===== config.mk =====
export PLATFORM = sky130hd
export DESIGN_NAME = alu_issue
export DESIGN_NICKNAME = d
export VERILOG_FILES = /design/src/rtl/alu_pkg.sv /design/src/rtl/alu_decode.sv /design/src/rtl/alu_issue.sv
export SDC_FILE = /design/constraint.sdc
export NUM_CORES = 1
export LEC_CHECK = 0
export ABC_CLOCK_PERIOD_IN_PS = 2800
export BUFFER_PORTS_ARGS = -buffer_cell sky130_fd_sc_hd__buf_4
export CAP_MARGIN = 20
export CORE_MARGIN = 1
export CORE_UTILIZATION = 40
export DETAILED_ROUTE_END_ITERATION = 8
export PLACE_DENSITY = 0.73
export SLEW_MARGIN = 20
export SYNTH_ARGS = -nofsm -noshare
export SYNTH_HDL_FRONTEND = slang
export SYNTH_SLANG_ARGS = --single-unit

===== constraint.sdc =====
create_clock -name clk -period 2.8 [get_ports clk]
set_clock_uncertainty 0.05 [all_clocks]
set_input_delay 0.42 -clock clk [delete_from_list [all_inputs] [get_ports clk]]
set_output_delay 0.42 -clock clk [all_outputs]
set_load 0.05 [all_outputs]

===== src/rtl/alu_pkg.sv =====
// Shared ALU definitions: datapath widths, ALU operation codes and the
// RV32I major opcodes used by the issue stage and the ALU itself.
package alu_pkg;

  localparam int XLEN         = 32;
  localparam int ALU_OP_WIDTH = 4;

  // ALU operation encoding seen by the execute stage
  typedef enum logic [ALU_OP_WIDTH-1:0] {
    ALU_ADD  = 4'd0,
    ALU_SLL  = 4'd1,
    ALU_XOR  = 4'd2,
    ALU_OR   = 4'd3,
    ALU_AND  = 4'd4,
    ALU_SRL  = 4'd5,
    ALU_SEQ  = 4'd6,
    ALU_SNE  = 4'd7,
    ALU_SUB  = 4'd8,
    ALU_SRA  = 4'd9,
    ALU_SLT  = 4'd10,
    ALU_SGE  = 4'd11,
    ALU_SLTU = 4'd12,
    ALU_SGEU = 4'd13
  } alu_op_e;

  // RV32I major opcodes (instr[6:0], including the 2'b11 length bits)
  localparam logic [6:0] OPC_OP     = 7'b0110011;
  localparam logic [6:0] OPC_OP_IMM = 7'b0010011;
  localparam logic [6:0] OPC_LUI    = 7'b0110111;
  localparam logic [6:0] OPC_AUIPC  = 7'b0010111;
  localparam logic [6:0] OPC_BRANCH = 7'b1100011;
  localparam logic [6:0] OPC_LOAD   = 7'b0000011;
  localparam logic [6:0] OPC_STORE  = 7'b0100011;
  localparam logic [6:0] OPC_JAL    = 7'b1101111;
  localparam logic [6:0] OPC_JALR   = 7'b1100111;

  localparam logic [6:0] FUNCT7_BASE = 7'b0000000;
  localparam logic [6:0] FUNCT7_ALT  = 7'b0100000;

  // Sign-extend a 12-bit immediate to XLEN
  function automatic logic [XLEN-1:0] sext12(input logic [11:0] imm);
    return {{(XLEN-12){imm[11]}}, imm};
  endfunction

endpackage


===== src/rtl/alu_decode.sv =====
// Combinational RV32I decode for the ALU issue stage: picks the ALU
// operation, the A/B operands and the destination register, and flags
// encodings the ALU path cannot execute.
module alu_decode
  import alu_pkg::*;
(
  input  logic [31:0]             instr,
  input  logic [XLEN-1:0]         pc,
  input  logic [XLEN-1:0]         rs1,
  input  logic [XLEN-1:0]         rs2,
  output logic [ALU_OP_WIDTH-1:0] op,
  output logic [XLEN-1:0]         a,
  output logic [XLEN-1:0]         b,
  output logic [4:0]              rd,
  output logic                    illegal
);

  logic [6:0]      opcode;
  logic [2:0]      funct3;
  logic [6:0]      funct7;
  logic [XLEN-1:0] imm_i;
  logic [XLEN-1:0] imm_s;
  logic [XLEN-1:0] imm_u;
  logic [XLEN-1:0] shamt;

  assign opcode = instr[6:0];
  assign funct3 = instr[14:12];
  assign funct7 = instr[31:25];
  assign imm_i  = sext12(instr[31:20]);
  assign imm_s  = sext12({instr[31:25], instr[11:7]});
  assign imm_u  = {instr[31:12], 12'b0};
  assign shamt  = {{(XLEN-5){1'b0}}, instr[24:20]};

  // The rs1 index field is resolved by the register file upstream
  logic unused_rs1_field;
  assign unused_rs1_field = ^instr[19:15];

  // Decode operation and operands; an illegal encoding collapses to ADD 0,0
  always_comb begin
    logic [ALU_OP_WIDTH-1:0] op_next;
    logic [XLEN-1:0]         a_next;
    logic [XLEN-1:0]         b_next;
    logic [4:0]              rd_next;
    logic                    ill_next;

    op_next  = ALU_ADD;
    a_next   = '0;
    b_next   = '0;
    rd_next  = instr[11:7];
    ill_next = 1'b0;

    unique case (opcode)
      OPC_OP: begin
        a_next = rs1;
        b_next = rs2;
        if (funct7 == FUNCT7_BASE) begin
          unique case (funct3)
            3'b000: op_next = ALU_ADD;
            3'b001: op_next = ALU_SLL;
            3'b010: op_next = ALU_SLT;
            3'b011: op_next = ALU_SLTU;
            3'b100: op_next = ALU_XOR;
            3'b101: op_next = ALU_SRL;
            3'b110: op_next = ALU_OR;
            default: op_next = ALU_AND;
          endcase
        end else if (funct7 == FUNCT7_ALT) begin
          // only ADD and SRL have an alternate form
          if (funct3 == 3'b000)      op_next = ALU_SUB;
          else if (funct3 == 3'b101) op_next = ALU_SRA;
          else                       ill_next = 1'b1;
        end else begin
          ill_next = 1'b1;
        end
      end

      OPC_OP_IMM: begin
        a_next = rs1;
        b_next = imm_i;
        unique case (funct3)
          3'b000: op_next = ALU_ADD;
          3'b001: begin
            b_next  = shamt;
            op_next = ALU_SLL;
            if (funct7 != FUNCT7_BASE) ill_next = 1'b1;
          end
          3'b010: op_next = ALU_SLT;
          3'b011: op_next = ALU_SLTU;
          3'b100: op_next = ALU_XOR;
          3'b101: begin
            b_next = shamt;
            if (funct7 == FUNCT7_BASE)     op_next = ALU_SRL;
            else if (funct7 == FUNCT7_ALT) op_next = ALU_SRA;
            else                           ill_next = 1'b1;
          end
          3'b110: op_next = ALU_OR;
          default: op_next = ALU_AND;
        endcase
      end

      OPC_LUI: begin
        a_next = '0;
        b_next = imm_u;
      end

      OPC_AUIPC: begin
        a_next = pc;
        b_next = imm_u;
      end

      OPC_BRANCH: begin
        a_next  = rs1;
        b_next  = rs2;
        rd_next = 5'd0;
        unique case (funct3)
          3'b000: op_next = ALU_SEQ;
          3'b001: op_next = ALU_SNE;
          3'b100: op_next = ALU_SLT;
          3'b101: op_next = ALU_SGE;
          3'b110: op_next = ALU_SLTU;
          3'b111: op_next = ALU_SGEU;
          default: ill_next = 1'b1;
        endcase
      end

      OPC_LOAD: begin
        a_next = rs1;
        b_next = imm_i;
      end

      OPC_STORE: begin
        a_next  = rs1;
        b_next  = imm_s;
        rd_next = 5'd0;
      end

      OPC_JAL: begin
        // ALU produces the link value pc+4
        a_next = pc;
        b_next = XLEN'(4);
      end

      OPC_JALR: begin
        a_next = pc;
        b_next = XLEN'(4);
        if (funct3 != 3'b000) ill_next = 1'b1;
      end

      default: ill_next = 1'b1;
    endcase

    if (ill_next) begin
      op_next = ALU_ADD;
      a_next  = '0;
      b_next  = '0;
      rd_next = 5'd0;
    end

    op      = op_next;
    a       = a_next;
    b       = b_next;
    rd      = rd_next;
    illegal = ill_next;
  end

endmodule


===== src/rtl/alu_issue.sv =====
// ALU issue stage: one valid/ready pipeline register in front of the ALU,
// loaded from the combinational decoder. Flush kills the held entry and
// blocks acceptance in the same cycle.
module alu_issue
  import alu_pkg::*;
(
  input  logic                    clk,
  input  logic                    rst_n,
  input  logic                    flush,
  input  logic                    in_valid,
  output logic                    in_ready,
  input  logic [31:0]             in_instr,
  input  logic [XLEN-1:0]         in_pc,
  input  logic [XLEN-1:0]         in_rs1,
  input  logic [XLEN-1:0]         in_rs2,
  output logic                    out_valid,
  input  logic                    out_ready,
  output logic [ALU_OP_WIDTH-1:0] out_op,
  output logic [XLEN-1:0]         out_a,
  output logic [XLEN-1:0]         out_b,
  output logic [4:0]              out_rd,
  output logic                    out_illegal
);

  logic [ALU_OP_WIDTH-1:0] dec_op;
  logic [XLEN-1:0]         dec_a;
  logic [XLEN-1:0]         dec_b;
  logic [4:0]              dec_rd;
  logic                    dec_illegal;

  logic                    valid_reg;
  logic [ALU_OP_WIDTH-1:0] op_reg;
  logic [XLEN-1:0]         a_reg;
  logic [XLEN-1:0]         b_reg;
  logic [4:0]              rd_reg;
  logic                    illegal_reg;
  logic                    accept;

  alu_decode u_decode (
    .instr   (in_instr),
    .pc      (in_pc),
    .rs1     (in_rs1),
    .rs2     (in_rs2),
    .op      (dec_op),
    .a       (dec_a),
    .b       (dec_b),
    .rd      (dec_rd),
    .illegal (dec_illegal)
  );

  // The slot is free when empty or draining this cycle; flush overrides
  assign in_ready = !flush && (!valid_reg || out_ready);
  assign accept   = in_valid && in_ready;

  // Valid flag: flush wins, then accept refills, then a transfer empties
  always_ff @(posedge clk or negedge rst_n) begin
    if (!rst_n) begin
      valid_reg <= 1'b0;
    end else if (flush) begin
      valid_reg <= 1'b0;
    end else if (accept) begin
      valid_reg <= 1'b1;
    end else if (out_ready) begin
      valid_reg <= 1'b0;
    end
  end

  // Payload loads only on accept and otherwise holds its last value
  always_ff @(posedge clk or negedge rst_n) begin
    if (!rst_n) begin
      op_reg      <= '0;
      a_reg       <= '0;
      b_reg       <= '0;
      rd_reg      <= '0;
      illegal_reg <= 1'b0;
    end else if (accept) begin
      op_reg      <= dec_op;
      a_reg       <= dec_a;
      b_reg       <= dec_b;
      rd_reg      <= dec_rd;
      illegal_reg <= dec_illegal;
    end
  end

  assign out_valid   = valid_reg;
  assign out_op      = op_reg;
  assign out_a       = a_reg;
  assign out_b       = b_reg;
  assign out_rd      = rd_reg;
  assign out_illegal = illegal_reg;

endmodule


; After elaboration in Yosys (flattened, before gate mapping)
; Index checks and enable logic that the tools add are counted.
[op_classes]
n_addsub = 0
mul = 0
div = 0
order_cmp = 0
eq_ne = 17
n_shift = 0
n_mux = 32
bitwise = 0
n_reduce_logical = 19
[ops]
columns = op, n
row1 = $pmux W32 S6, 1
row2 = $mux W32, 3
row3 = $pmux W32 S2, 1
row4 = $pmux W4 S7, 2
row5 = $eq A7 B6 Y1 const B, 4
row6 = $mux W4, 7
row7 = $pmux W4 S6, 1
row8 = $eq A7 B7 Y1 const B, 3
row9 = $eq A7 B5 Y1 const B, 2
row10 = $eq A3 B3 Y1 const B, 4
row11 = $mux W1, 12
row12 = $pmux W4 S3, 1
row13 = $mux W5, 2
row14 = $reduce_or A2 Y1, 5
row15 = $reduce_or A5 Y1, 2
row16 = $eq A7 B2 Y1 const B, 1
row17 = $logic_not A7 Y1, 1
row18 = $reduce_bool A7 Y1, 1
row19 = $eq A3 B2 Y1 const B, 2
row20 = $reduce_bool A3 Y1, 2
row21 = $reduce_or A6 Y1, 1
row22 = $pmux W1 S5, 1
row23 = $eq A3 B1 Y1 const B, 1
row24 = $logic_not A3 Y1, 1
row25 = 5 further kinds, 7
[word_totals]
register_bits = 75
latch_bits = 0
mem_bits_rw = 0
rom_bits = 0
output_inout_bits = 76
elab_cells = 74
n_memories = 0

; Longest topological paths before layout
[depth]
ltp_word = 7
ltp_mapped = 10
mapped_depth_nobuf = 7

; By module
; Synthesis repeated with hierarchy kept, for this count alone.
[unflattened]
hier_cells = 414
area_unflattened_um2 = 4647.0
[modules_own_cells]
columns = module, n_inst, cells_each, area_per_inst_um2, seq_area_each_um2
row1 = alu_issue, 1, 162, 3109.2, 1876.8
row2 = alu_decode, 1, 252, 1537.7, 0.0

; Worst setup path after synthesis
; OpenSTA, ideal clock, no wires.
[synth_path]
path_kind = input port to flip-flop
start = in in_instr[14]
end = reg b_reg[1], in the netlist out_b[1]
setup_time_ns = 0.120
arrival_ns = 1.843
required_ns = 2.630
setup_slack_ns = 0.786
path_stages = 10
n_path_buf = 3
cell_sequence = clkbuf_1 inv_1 ha_1 nor2_1 a2111oi_0 inv_1 nand4_2 buf_6 buf_12 o21ai_2
[synth_via]
elab_chain_len = 7
[synth_lines]
columns = element, line
row1 = "start, declared", alu_issue.sv:12  ; input logic [31:0] in_instr,
row2 = $eq A3 B3 Y1, "alu_decode.sv:70, alu_decode.sv:80, alu_decode.sv:115"
row3 = $mux W1, alu_decode.sv:70  ; else if (funct3 == 3'b101) op_next = ALU_SRA;
row4 = $mux W1, alu_decode.sv:69  ; if (funct3 == 3'b000) op_next = ALU_SUB;
row5 = $mux W1, alu_decode.sv:67  ; end else if (funct7 == FUNCT7_ALT) begin
row6 = $mux W1, alu_decode.sv:56  ; if (funct7 == FUNCT7_BASE) begin
row7 = $pmux W1 S5 (*), alu_decode.sv:52  ; unique case (opcode)
row8 = $mux W32 (*), alu_decode.sv:152  ; if (ill_next) begin
row9 = "end signal, assigned", alu_issue.sv:73  ; b_reg <= '0;
row10 = "end signal, assigned", alu_issue.sv:79  ; b_reg <= dec_b;
row11 = "end, declared", alu_issue.sv:34  ; logic [XLEN-1:0] b_reg;
; Every way passes the cells marked *; elsewhere a longest branch is shown, timed or not.
; A chain may end at the register's enable or synchronous reset.

; Final worst setup path
[layout_path]
start = reg valid_reg, in the netlist out_valid
end = reg a_reg[9], in the netlist out_a[9]
[layout_via]
elab_chain_len = 4
[layout_lines]
columns = element, line
row1 = "start, declared", alu_issue.sv:31  ; logic valid_reg;
row2 = "start signal, assigned", alu_issue.sv:58  ; valid_reg <= 1'b0;
row3 = "start signal, assigned", alu_issue.sv:60  ; valid_reg <= 1'b0;
row4 = "start signal, assigned", alu_issue.sv:62  ; valid_reg <= 1'b1;
row5 = $logic_not A1 Y1, alu_issue.sv:52  ; assign in_ready = !flush && (!valid_reg || out_ready);
row6 = $logic_or A1 B1 Y1, alu_issue.sv:52
row7 = $logic_and A1 B1 Y1, alu_issue.sv:52
row8 = $logic_and A1 B1 Y1, alu_issue.sv:53  ; assign accept = in_valid && in_ready;
row9 = "end signal, assigned", alu_issue.sv:72  ; a_reg <= '0;
row10 = "end signal, assigned", alu_issue.sv:78  ; a_reg <= dec_a;
row11 = "end, declared", alu_issue.sv:33  ; logic [XLEN-1:0] a_reg;
; Every way passes these cells.

==> run summary <==
Antenna-violating nets left: 0
Setup TNS: 0 ns
IO Pins: 209
Worst-skew pair later-pin latency: 0.36 ns
Via count of the first global-routing pass: 3891
I/O Buffers: 208
P_leak: 2.71 nW
Number of library cell types mapped by synthesis: 49
Status: finished, final reports clean
Critical Path Start: out_valid
Slew headroom: 36.4%
Number of max-slew violations in the final report: 0
Delay of the slowest cell on the worst path: 0.78 ns
Grt ovf: 0
Category of cells accounting for the largest share of critical-path delay: simple AND/OR/NAND/NOR gates
Fraction of registers with async set or reset after synthesis: 100%
1st-iter DRT viols: 220
Longest Clk Path Bufs: 2
Endpoints failing setup: 0
First-pass GRT wire length: 19000 um
Post-Syn Instances: 424
Power density over the cells: 448 nW/um^2
Number of rows created at floorplan: 35
Fraction of final layout cells sized beyond drive strength 1: 41.8%
X dimension of the die: 101 um
Register bit count reported by yosys: 75
Die Y-Extent: 101 um
Highest clock frequency the design can meet: 463 MHz
Clock tree from TritonCTS: built
Detailed-route via count: 4008
Htree depth: 3
Placeable Area: 9370 sq um
EDFF count, synth: 0
Sort of element at the start of the critical path: flop
Critical Path Sink Type: flop
Aggregate routed wire length: 12400 um
Highest fanout seen on the critical path: 49
RD Place Congestion: 0.857
Total die area: 10200 sq um
Clock transition at the registers of the reported paths: 0.09 ns
Number of failing hold endpoints at the final stage: 0
Critical Setup Path Class: flop to flop
Sequential cell area fraction in the yosys report: 47.8%
Average instance area after synthesis: 9.26 sq um
Highest ir drop seen on vdd: 0.000220 V
Synth-to-layout area growth: 46.0%
Buffers inserted during post-CTS setup optimization: 0
Wirelength per Cell: 16.6 um
Worst path arrival time: 2.37 ns
Cells along the critical path: nand2b_1, and3_1, nand4_2, buf_12, o21ai_0
Number of max-capacitance violations reported: 0
Crit path max-delay cell type: sky130_fd_sc_hd__and3_1
# clock sinks: 75
Number of vias per cell: 5.36
Starting utilization of the core area: 41.9%
Number of nets produced by synthesis: 562
# resized after CTS: 0
Reg2reg start: out_valid
Cell area after technology mapping: 3930 sq um
Detailed placement HPWL: 9110 um
Root buf cell: sky130_fd_sc_hd__clkbuf_8
Number of antenna repair diodes: 0
Total design power: 2.57 mW
Pin count of the biggest net entering global routing: 76
Number of antenna violations at the first check in global routing: 0
Measured slew at the worst slew-check pin: 0.953 ns
Post-cts hold buffer count: 0
Crit path buf inv count: 1
Global-route usage over all layers: 24.1%
Clock buffers created by TritonCTS: 9
Kind of path behind the tightest hold check: input port to async pin
Required time reported for the critical path endpoint: 3.02 ns
Number of nets at the end of the flow: 752
Minimum period implied by the final worst setup slack: 2.16 ns
Yosys warnings: 0
Setup repair after global routing missed its margin: false
Final Cycle Share: 77.1%
Number of remaining DRC errors: 0
1st-pass router iterations: 5
Main flop type after synthesis: sky130_fd_sc_hd__dfrtp_1
layout make-up:
cell class	instances	area, sq um
Timing Repair Buffer	218	1650
Inverter	10	37.5
Clock inverter	7	61.3
Tap cell	129	161
Multi-Input combinational cell	300	1820
Clock buffer	9	124
Sequential cell	75	1880
Fill cell	889	3640
layout by cell type (no fill, tap or decap), types with 3 or more instances in the layout:
master                     instances
sky130_fd_sc_hd__nor3_1           25
sky130_fd_sc_hd__clkbuf_8          9
sky130_fd_sc_hd__a22o_1            3
sky130_fd_sc_hd__nand2_1          62
sky130_fd_sc_hd__a21oi_1           4
sky130_fd_sc_hd__inv_1            10
sky130_fd_sc_hd__a221oi_1         20
sky130_fd_sc_hd__o21ai_0          48
sky130_fd_sc_hd__nand2b_1          3
sky130_fd_sc_hd__ha_1              5
sky130_fd_sc_hd__nor2b_1           4
sky130_fd_sc_hd__o21ai_2          10
sky130_fd_sc_hd__dfrtp_1          75
sky130_fd_sc_hd__nand3_1           3
sky130_fd_sc_hd__a22oi_1          42
sky130_fd_sc_hd__buf_4           217
sky130_fd_sc_hd__nor2_1           31
cell usage after synthesis, drive strengths merged, types with 2 or more instances:
library cell	count	area share, %
nor2b	4	0.64
clkbuf	27	2.7
xor2	2	0.45
nor3	26	3.3
nand2b	3	0.48
a32o	2	0.51
and3	2	0.32
inv	10	0.96
a221oi	20	4.5
ha	5	1.6
o21ai	58	8.3
a21oi	7	1.2
a22oi	42	8.0
nand3	4	0.51
nand4	2	0.48
or2	2	0.32
a21o	2	0.38
nand2	62	5.9
dfrtp	75	48
a22o	3	0.67
a31oi	3	0.86
buf	12	2.6
nand3b	2	0.38
nor2	32	3.3
o31ai	2	0.38
metal layers:
layer | routed length (um) | GRT usage, %
met1 | 5220 | 31.0
met2 | 6160 | 39.8
met3 | 675 | 3.19
met4 | 357 | 12.2
met5 | 0 | 0
flip-flops by register name (all words and copies together), names as in the netlist:
name,cells
out_a,32
out_b,32
out_illegal,1
out_op,4
out_rd,5
out_valid,1
cells by family after synthesis:
| family | synth area share (%) |
|---|---|
| adders and majority gates | 1.59 |
| xor gates and xnor gates | 0.446 |
| muxes | 0.287 |
| buffers and inverters | 6.25 |
| AOI/OAI and AO/OA | 26.5 |
| DFF | 47.8 |
| and+or+nand+nor | 17.1 |
per-stage QoR:
step / area (sq um) / worst slack [ns] / std cells / utilization (%) / hold slack, ns
floorplan: 3930 / 0.786 / 424 / - / 0.0744
global placement: 5550 / 0.649 / 732 / 59.2 / 0.413
detailed placement: 5550 / 0.529 / 732 / 59.2 / 0.417
CTS: 5730 / 0.648 / 748 / 61.2 / 0.166
global route: 5730 / 0.527 / 748 / 61.2 / 0.179
finish: 5730 / 0.640 / 748 / 61.2 / 0.116
path summary, 6_finish.rpt:
| check | endpoint | slack, ns | cells after the start |
|---|---|---|---|
| worst max-delay path | out_a[9] | 0.64 | 5 |
| worst min-delay path | out_b[19] | 0.12 | 1 |
| worst max register to register | out_a[9] | 0.64 | 5 |
| worst min register to register | out_rd[0] | 0.43 | 2 |
| max in group asynchronous | out_a[7] | 1.93 | 1 |
| min in group clk | out_valid | 0.17 | 2 |
power breakdown:
part | internal (mW) | leakage [nW] | switching [mW]
combinational | 0.242 | 1.60 | 0.368
clock | 0.337 | 0.0884 | 0.465
sequential | 1.13 | 1.02 | 0.0266
total | 1.71 | 2.71 | 0.860
Note: power is estimated with default switching activity, not from simulation.
